**config.mk**
```make
export PLATFORM = sky130hd
export DESIGN_NAME = fdiv_out_stage
export DESIGN_NICKNAME = d
export VERILOG_FILES = /design/src/rtl/fdiv_out_stage.sv
export SDC_FILE = /design/constraint.sdc
export NUM_CORES = 1
export LEC_CHECK = 0
export CORE_MARGIN = 3
export CORE_UTILIZATION = 30
export DETAILED_ROUTE_END_ITERATION = 12
export SKIP_CTS_REPAIR_TIMING = 1
export SLEW_MARGIN = 15
export SYNTH_ARGS = -nofsm -noshare
export SYNTH_HDL_FRONTEND = slang
export SYNTH_SLANG_ARGS = --single-unit
```
**constraint.sdc**
```tcl
create_clock -name clk -period 5.8 [get_ports clk]
set_clock_uncertainty 0.1 [all_clocks]
set_input_delay 0.58 -clock clk [delete_from_list [all_inputs] [get_ports clk]]
set_output_delay 0.58 -clock clk [all_outputs]
set_load 0.1 [all_outputs]
```
**src/rtl/fdiv_out_stage.sv**
```systemverilog
// Registered output stage for the fdiv block: classifies each result, buffers it
// in a 2-entry skid buffer, and keeps sticky exception flags plus an op counter.
module fdiv_out_stage #(
    parameter int N     = 32,
    parameter int CNT_W = 16
) (
    input  logic             clk,
    input  logic             rst_n,
    input  logic             in_valid,
    output logic             in_ready,
    input  logic [N-1:0]     in_a,
    input  logic [N-1:0]     in_b,
    input  logic [N-1:0]     in_res,
    output logic             out_valid,
    input  logic             out_ready,
    output logic [N-1:0]     out_res,
    output logic [4:0]       out_flags,
    output logic [4:0]       sticky_flags,
    output logic [CNT_W-1:0] op_count,
    input  logic             flag_clr
);
    // state   | meaning
    // S_EMPTY | main entry invalid, nothing presented downstream
    // S_ONE   | main valid, skid empty
    // S_FULL  | main and skid valid, upstream stalled
    localparam int EW = (N == 64) ? 11 : 8;
    localparam int MW = N - 1 - EW;

    localparam logic [1:0] S_EMPTY = 2'd0;
    localparam logic [1:0] S_ONE   = 2'd1;
    localparam logic [1:0] S_FULL  = 2'd2;

    logic [1:0]   state, state_nxt;
    logic [N-1:0] main_res, skid_res;
    logic [4:0]   main_flags, skid_flags;
    logic [4:0]   in_flags;
    logic         ready_q;
    logic         in_xfer, out_xfer;
    logic         load_main, load_skid, main_from_skid;

    function automatic logic [4:0] classify(input logic [N-1:0] a,
                                            input logic [N-1:0] b,
                                            input logic [N-1:0] res);
        logic [EW-1:0] ea, eb, er;
        logic [MW-1:0] mr;
        logic          nan, inf, zero, dbz, ovf;
        ea   = a[N-2 -: EW];
        eb   = b[N-2 -: EW];
        er   = res[N-2 -: EW];
        mr   = res[MW-1:0];
        nan  = (&er) & (|mr);
        inf  = (&er) & ~(|mr);
        zero = ~(|res[N-2:0]);
        dbz  = ~(|b[N-2:0]) & (|a[N-2:0]) & ~(&ea);
        ovf  = inf & ~(&ea) & ~(&eb) & (|b[N-2:0]);
        return {ovf, dbz, zero, inf, nan};
    endfunction

    assign in_flags  = classify(in_a, in_b, in_res);
    assign out_valid = (state != S_EMPTY);
    assign in_ready  = ready_q;
    assign in_xfer   = in_valid & ready_q;
    assign out_xfer  = out_valid & out_ready;
    assign out_res   = main_res;
    assign out_flags = main_flags;

    always_comb begin
        state_nxt      = state;
        load_main      = 1'b0;
        load_skid      = 1'b0;
        main_from_skid = 1'b0;
        case (state)
            S_EMPTY: begin
                if (in_xfer) begin
                    load_main = 1'b1;
                    state_nxt = S_ONE;
                end
            end
            S_ONE: begin
                if (in_xfer && out_xfer) begin
                    load_main = 1'b1;
                end else if (out_xfer) begin
                    state_nxt = S_EMPTY;
                end else if (in_xfer) begin
                    load_skid = 1'b1;
                    state_nxt = S_FULL;
                end
            end
            S_FULL: begin
                if (out_xfer) begin
                    main_from_skid = 1'b1;
                    state_nxt      = S_ONE;
                end
            end
            default: state_nxt = S_EMPTY;
        endcase
    end

    always_ff @(posedge clk or negedge rst_n) begin
        if (!rst_n) begin
            state      <= S_EMPTY;
            ready_q    <= 1'b0;
            main_res   <= '0;
            main_flags <= '0;
            skid_res   <= '0;
            skid_flags <= '0;
        end else begin
            state   <= state_nxt;
            ready_q <= (state_nxt != S_FULL);
            if (load_main) begin
                main_res   <= in_res;
                main_flags <= in_flags;
            end else if (main_from_skid) begin
                main_res   <= skid_res;
                main_flags <= skid_flags;
            end
            if (load_skid) begin
                skid_res   <= in_res;
                skid_flags <= in_flags;
            end
        end
    end

    // A clear coinciding with a transfer wipes the old status before the word is counted.
    always_ff @(posedge clk or negedge rst_n) begin
        if (!rst_n) begin
            sticky_flags <= '0;
            op_count     <= '0;
        end else if (out_xfer) begin
            sticky_flags <= (flag_clr ? 5'd0 : sticky_flags) | main_flags;
            if (flag_clr)
                op_count <= CNT_W'(1);
            else if (op_count != {CNT_W{1'b1}})
                op_count <= op_count + CNT_W'(1);
        end else if (flag_clr) begin
            sticky_flags <= '0;
            op_count     <= '0;
        end
    end

endmodule

```
### Word-level counts from Yosys, hierarchy flattened

Index checks and enable logic that the tools add are counted.

| operators by class | value |
|---|---|
| equal/unequal tests | 4 |
| mux-type cells | 24 |
| bitwise logic cells | 15 |
| add/sub/neg operators | 1 |
| reductions and logical operators | 14 |

Operators by type and width:

| cell | number |
|---|---|
| OR reduction 31 bit | 3 |
| two-way mux 16 bit | 4 |
| two-way mux 32 bit | 2 |
| AND reduction 8 bit | 3 |
| OR reduction 23 bit | 1 |
| two-way mux 5 bit | 4 |
| adder 16 x 1 -> 16 bit (second input constant) | 1 |
| != test 16 bit (second input constant) | 1 |
| two-way mux 2 bit | 5 |
| AND 1 bit | 9 |
| nonzero test 2 bit | 4 |
| two-way mux 1 bit | 7 |
| one-hot mux 2 bit (3 select lines) | 1 |
| NOT 1 bit | 5 |
| OR 5 bit | 1 |
| equality test 2 x 1 -> 1 bit (second input constant) | 1 |
| equality test 2 bit (second input constant) | 1 |
| zero test 2 bit | 1 |
| != test 2 bit (second input constant) | 1 |
| one-hot mux 1 bit (2 select lines) | 1 |
| AND reduction 2 bit | 1 |
| logical AND 1 bit | 1 |

| storage, ports and cells | value |
|---|---|
| logic and storage cells | 66 |
| bits in registers | 98 |
| input bits | 101 |

### Depth between registers and ports, before layout

| logic depth | value |
|---|---|
| depth after elaboration | 7 |
| mapped depth | 7 |
| depth with buffers taken out | 5 |

### Worst setup path before layout

No wires, ideal clock.

| path | value |
|---|---|
| kind | flip-flop to flip-flop |
| start point | register op_count[0] |
| end point | register op_count[14] |
| setup time | 125 ps |
| path buffers | 1 |
| arrival time | 2530 ps |
| setup slack | 3045 ps |
| cell stages (with the launch flop) | 7 |
| required time | 5575 ps |
| cells stage by stage | dfrtp_1 > ha_1 > nand3_2 > or3_1 > buf_2 > nor4_1 > mux2_2 |

| on the way | value |
|---|---|
| longest elaborated chain between the ends | 4 |
| elaborated cells on any way between the ends | 7 |
| those cells by class | add/sub (1); eq/ne (1); mux (3); reduce/logical (2) |

RTL lines:

| item | RTL line | text |
|---|---|---|
| start: declaration | 19 | `output logic [CNT_W-1:0] op_count,` |
| start signal: assignment | 134 | `op_count <= op_count + CNT_W'(1);` |
| adder 16 x 1 -> 16 bit | 134 |  |
| two-way mux 16 bit | 133 | `else if (op_count != {CNT_W{1'b1}})` |
| two-way mux 16 bit | 131 | `if (flag_clr)` |
| two-way mux 16 bit | 129 | `end else if (out_xfer) begin` |

Several ways; a longest one is shown, not always the timed one. The select of a mux whose other input is x is not followed.
A chain may end at the register's enable or synchronous reset.

### Worst setup path in the final report

| path | value |
|---|---|
| start point | register state[1] |
| end point | output port out_valid |

| on the way | value |
|---|---|
| longest elaborated chain between the ends | 1 |

RTL lines:

| item | RTL line | text |
|---|---|---|
| start: declaration | 33 | `logic [1:0] state, state_nxt;` |
| start signal: assignment | 108 | `state <= state_nxt;` |
| nonzero test 2 bit | 60 | `assign out_valid = (state != S_EMPTY);` |
| end: declaration | 14 | `output logic out_valid,` |

Every way passes these cells.

==> results.md <==
* Sw Pwr at 1.61 mW
* Top-count cell post-synth: sky130_fd_sc_hd__nand2_1
* IR drop worst, VDD at approximately 390 uV
* Share of power burned in combinational logic at 49.0%
* Top cell type by total area after synthesis: sky130_fd_sc_hd__dfrtp_1
* Final setup violation count at 0
* Largest net degree at the start of global routing at between 50 and 60
* Critical Path Sink Type: output pin
* Gpl congestion at 0.775
* Multi-input gate area at 1920 um2
* Die area at 16500 um2
* Vias in the first global route at 4192
* Via density per instance at 4.96
* Tightest Pin Transition at 1.03 ns
* DRC errors left at 0
* Fin. max-slew vios at 0
* Achievable Freq at 348 MHz
* Number of buffers inserted during clock tree synthesis at 9
* Worst path setup slack after routing at 2.93 ns
* Synth Net Count at 595
* Seq pwr share at 31.6%
* Switching Share at 48.8%
* Max-Cap Viols at 0
* Share of power burned in the clock network at 19.4%
* Count of input and output buffers at 158
* Mean area per synthesized cell at 9.10 um2
* Placement Setup Slack at 2.68 ns
* Total number of clock tree sinks at between 90 and 100
* Count of antenna-violating nets left after detailed routing at 0
* First-pass GRT wire length at 21.6 mm
* Number of core rows at 44
* Data arrival time of the critical path at 2.19 ns
* Static leakage power at 2.82 nW
* List of cells traversed by the critical path: or2_2 -> clkdlybuf4s50_1
* Category of the most critical setup path: reg2out
* Power Internal at 1.69 mW
* Worst path max stage delay at 1.13 ns
* Count of synthesis-stage warnings from yosys at 0
* Antenna diode count at 0
* Final Hold Fails at 0
* Sequential cell area fraction in the yosys report at 54.7%
* Share of post-route cells with drive strength above 1 at under 10%
* TritonCTS clock tree: built
* Post-route clock period utilization at about half
* Fraction of registers with async set or reset after synthesis at between 90% and 100%
* Clock Path Buffers at 2
* Overall track demand over capacity in global routing at 16.5%
* Final TNS setup at 0 ns
* Kind of path behind the tightest hold check: in2async
* Register area at 2450 um2
* Initial antenna violation count at 0
* Max Fanout on Critical Path at 9
* Leftover overflow at the end of global routing at 0
* Setup repair after global routing missed its margin: false
* Filler cell count at between 1000 and 1500
* Required time worst endpoint at 5.12 ns
* Synth Cell Area at 4490 um2
* Largest cells by area after synthesis: sky130_fd_sc_hd__dfrtp_1 55%, sky130_fd_sc_hd__nand2_1 15%, sky130_fd_sc_hd__a22oi_1 5.9%
* Wire length per cell after detailed routing at about 16 um
* First-pass detailed-route iteration total at 5
* Clock transition at the registers of the reported paths at 0.07 ns
* Critical-path top delay cell: sky130_fd_sc_hd__clkdlybuf4s50_1
* Critical path launch point type: register
* Number of enable-type register cells in the synthesized netlist at 0
* Area share of the largest cell type after synthesis at 54.7%
* Final HPWL DP at 9.47 mm
* Clock latency reported for the late side of the worst-skew pair at between 0.3 and 0.4 ns
* Top-level port count at 161
* Most used flip-flop cell after synthesis: sky130_fd_sc_hd__dfrtp_1
* Post-layout nets at 742
* Area of the core at 14600 um2
* Die boundary height at 128 um
* Effective utilization at floorplan at 30.7%
* Worst-case headroom to the max-slew limit at 31.2%
* Total of flip-flops plus latches after synthesis at 98
* Total detailed-routing wirelength at ~13 mm
* Run status: finished, final reports clean
* Root Buffer: sky130_fd_sc_hd__clkbuf_16
* Deepest level of the CTS H-tree at 3
* Number of DRC markers after the initial detailed-route iteration at between 200 and 300
* Post-synth cell types at between 40 and 50
* Post-layout minimum cycle time at 2.87 ns
* Floorplan die width at 128 um
* Layout overhead on the synthesized area at 46.3%
* Cells after Synth at 493
* Vias at 4111
* Synth top cells by count: 178 x sky130_fd_sc_hd__nand2_1, 98 x sky130_fd_sc_hd__dfrtp_1, 35 x sky130_fd_sc_hd__a22oi_1
* Power per Cell Area at 504 nW/um2
==> sequential cells by signal, indices dropped and copies added, names as in the netlist <==
signal,flops
out_res,32
skid_res,32
op_count,16
out_flags,5
skid_flags,5
sticky_flags,5
state,2
in_ready,1
==> per-stage QoR <==
step / power (mW) / hold WS [ns] / instance area, um2 / cells / utilization, %
3_5_place_dp: 2.69 / 0.362 / 6240 / 813 / 42.8
2_1_floorplan: 2.23 / 0.184 / 4490 / 493 / -
6_report: 3.31 / 0.124 / 6560 / 829 / 45.0
5_1_grt: 3.49 / 0.169 / 6560 / 829 / 45.0
3_3_place_gp: 2.67 / 0.358 / 6240 / 813 / 42.8
4_1_cts: 3.35 / 0.149 / 6560 / 829 / 45.0
==> cells in the final DEF (no fill, tap or decap), types with 2 or more instances in the layout <==
cell type	synthesis	layout
sky130_fd_sc_hd__clkbuf_16	0	9
sky130_fd_sc_hd__a22oi_1	35	35
sky130_fd_sc_hd__dfrtp_1	98	98
sky130_fd_sc_hd__mux2_2	7	7
sky130_fd_sc_hd__or4_1	5	5
sky130_fd_sc_hd__o31ai_1	8	8
sky130_fd_sc_hd__and4_1	2	2
sky130_fd_sc_hd__nand3_1	5	5
sky130_fd_sc_hd__nand2_1	178	178
sky130_fd_sc_hd__nor2b_1	5	5
sky130_fd_sc_hd__nor2_1	11	11
sky130_fd_sc_hd__nor4_1	28	28
sky130_fd_sc_hd__o211ai_1	2	2
sky130_fd_sc_hd__buf_4	1	5
sky130_fd_sc_hd__a21oi_1	10	9
sky130_fd_sc_hd__nor3_1	8	8
sky130_fd_sc_hd__clkdlybuf4s50_1	0	157
sky130_fd_sc_hd__bufinv_16	0	2
sky130_fd_sc_hd__or3_1	4	4
sky130_fd_sc_hd__clkinvlp_4	0	2
sky130_fd_sc_hd__nand4_1	13	13
sky130_fd_sc_hd__o21ai_0	13	13
sky130_fd_sc_hd__clkbuf_1	20	2
sky130_fd_sc_hd__a21o_1	2	2
sky130_fd_sc_hd__nand2b_1	5	4
sky130_fd_sc_hd__or2_2	3	3
sky130_fd_sc_hd__inv_1	8	8
==> worst paths after layout <==
path | from | end | slack (ns) | cells past startpoint
hold / removal | rst_n | sticky_flags[2]$_DFF_PN0_ | 0.12 | 1
setup reg to reg | state[1]$_DFF_PN0_ | out_flags[4]$_DFFE_PN0P_ | 3.38 | 4
min in group clk | skid_res[0]$_DFFE_PN0P_ | skid_res[0]$_DFFE_PN0P_ | 0.38 | 2
max in group asynchronous | rst_n | out_flags[3]$_DFFE_PN0P_ | 4.34 | 2
hold reg to reg | skid_res[0]$_DFFE_PN0P_ | skid_res[0]$_DFFE_PN0P_ | 0.38 | 2
setup / recovery | state[1]$_DFF_PN0_ | out_valid | 2.93 | 2
==> metal layers <==
metal	wire (um)	vias to the layer above	track usage [%]
met5	0	-	0
met4	158	0	4.56
met3	743	15	4.92
met2	6300	107	26.8
met1	5970	1965	21.6
li1	-	2024	-
==> cell families (layout without fill, tap and decap cells) <==
kind of cell	count (synthesis)	in the layout	synth area share, %
adder cells (fa/ha/maj)	1	1	0.279
multiplexers	8	8	1.98
AND/OR/NAND/NOR	276	276	28.4
AO/OA/AOI/OAI	76	76	11.6
buffers and inverters	34	186	3.04
flip-flops	98	98	54.7
==> critical path: cells and delay by family (launching register included) <==
family,cells,cell delay [ns]
buffers and inverters,1,1.13
and+or+nand+nor,1,0.20
DFF,1,0.53
==> final cells by class <==
cell class | count | share of cell area [%]
multi-input cells | 361 | 29.2
repair buffers | 162 | 24.5
inverters | 8 | 0.458
clock buffers | 12 | 3.76
well taps | 184 | 3.51
flip-flops and latches | 98 | 37.4
clock inverters | 4 | 1.14
==> power by group through the flow <==
stage	clock (mW)	combinational (mW)	sequential (mW)
2_1_floorplan	0	0.367	1.86
3_3_place_gp	0	1.62	1.05
3_5_place_dp	0	1.63	1.05
4_1_cts	0.666	1.64	1.05
6_report	0.641	1.62	1.05
5_1_grt	0.696	1.71	1.08
(Power assumes the default switching activity.)
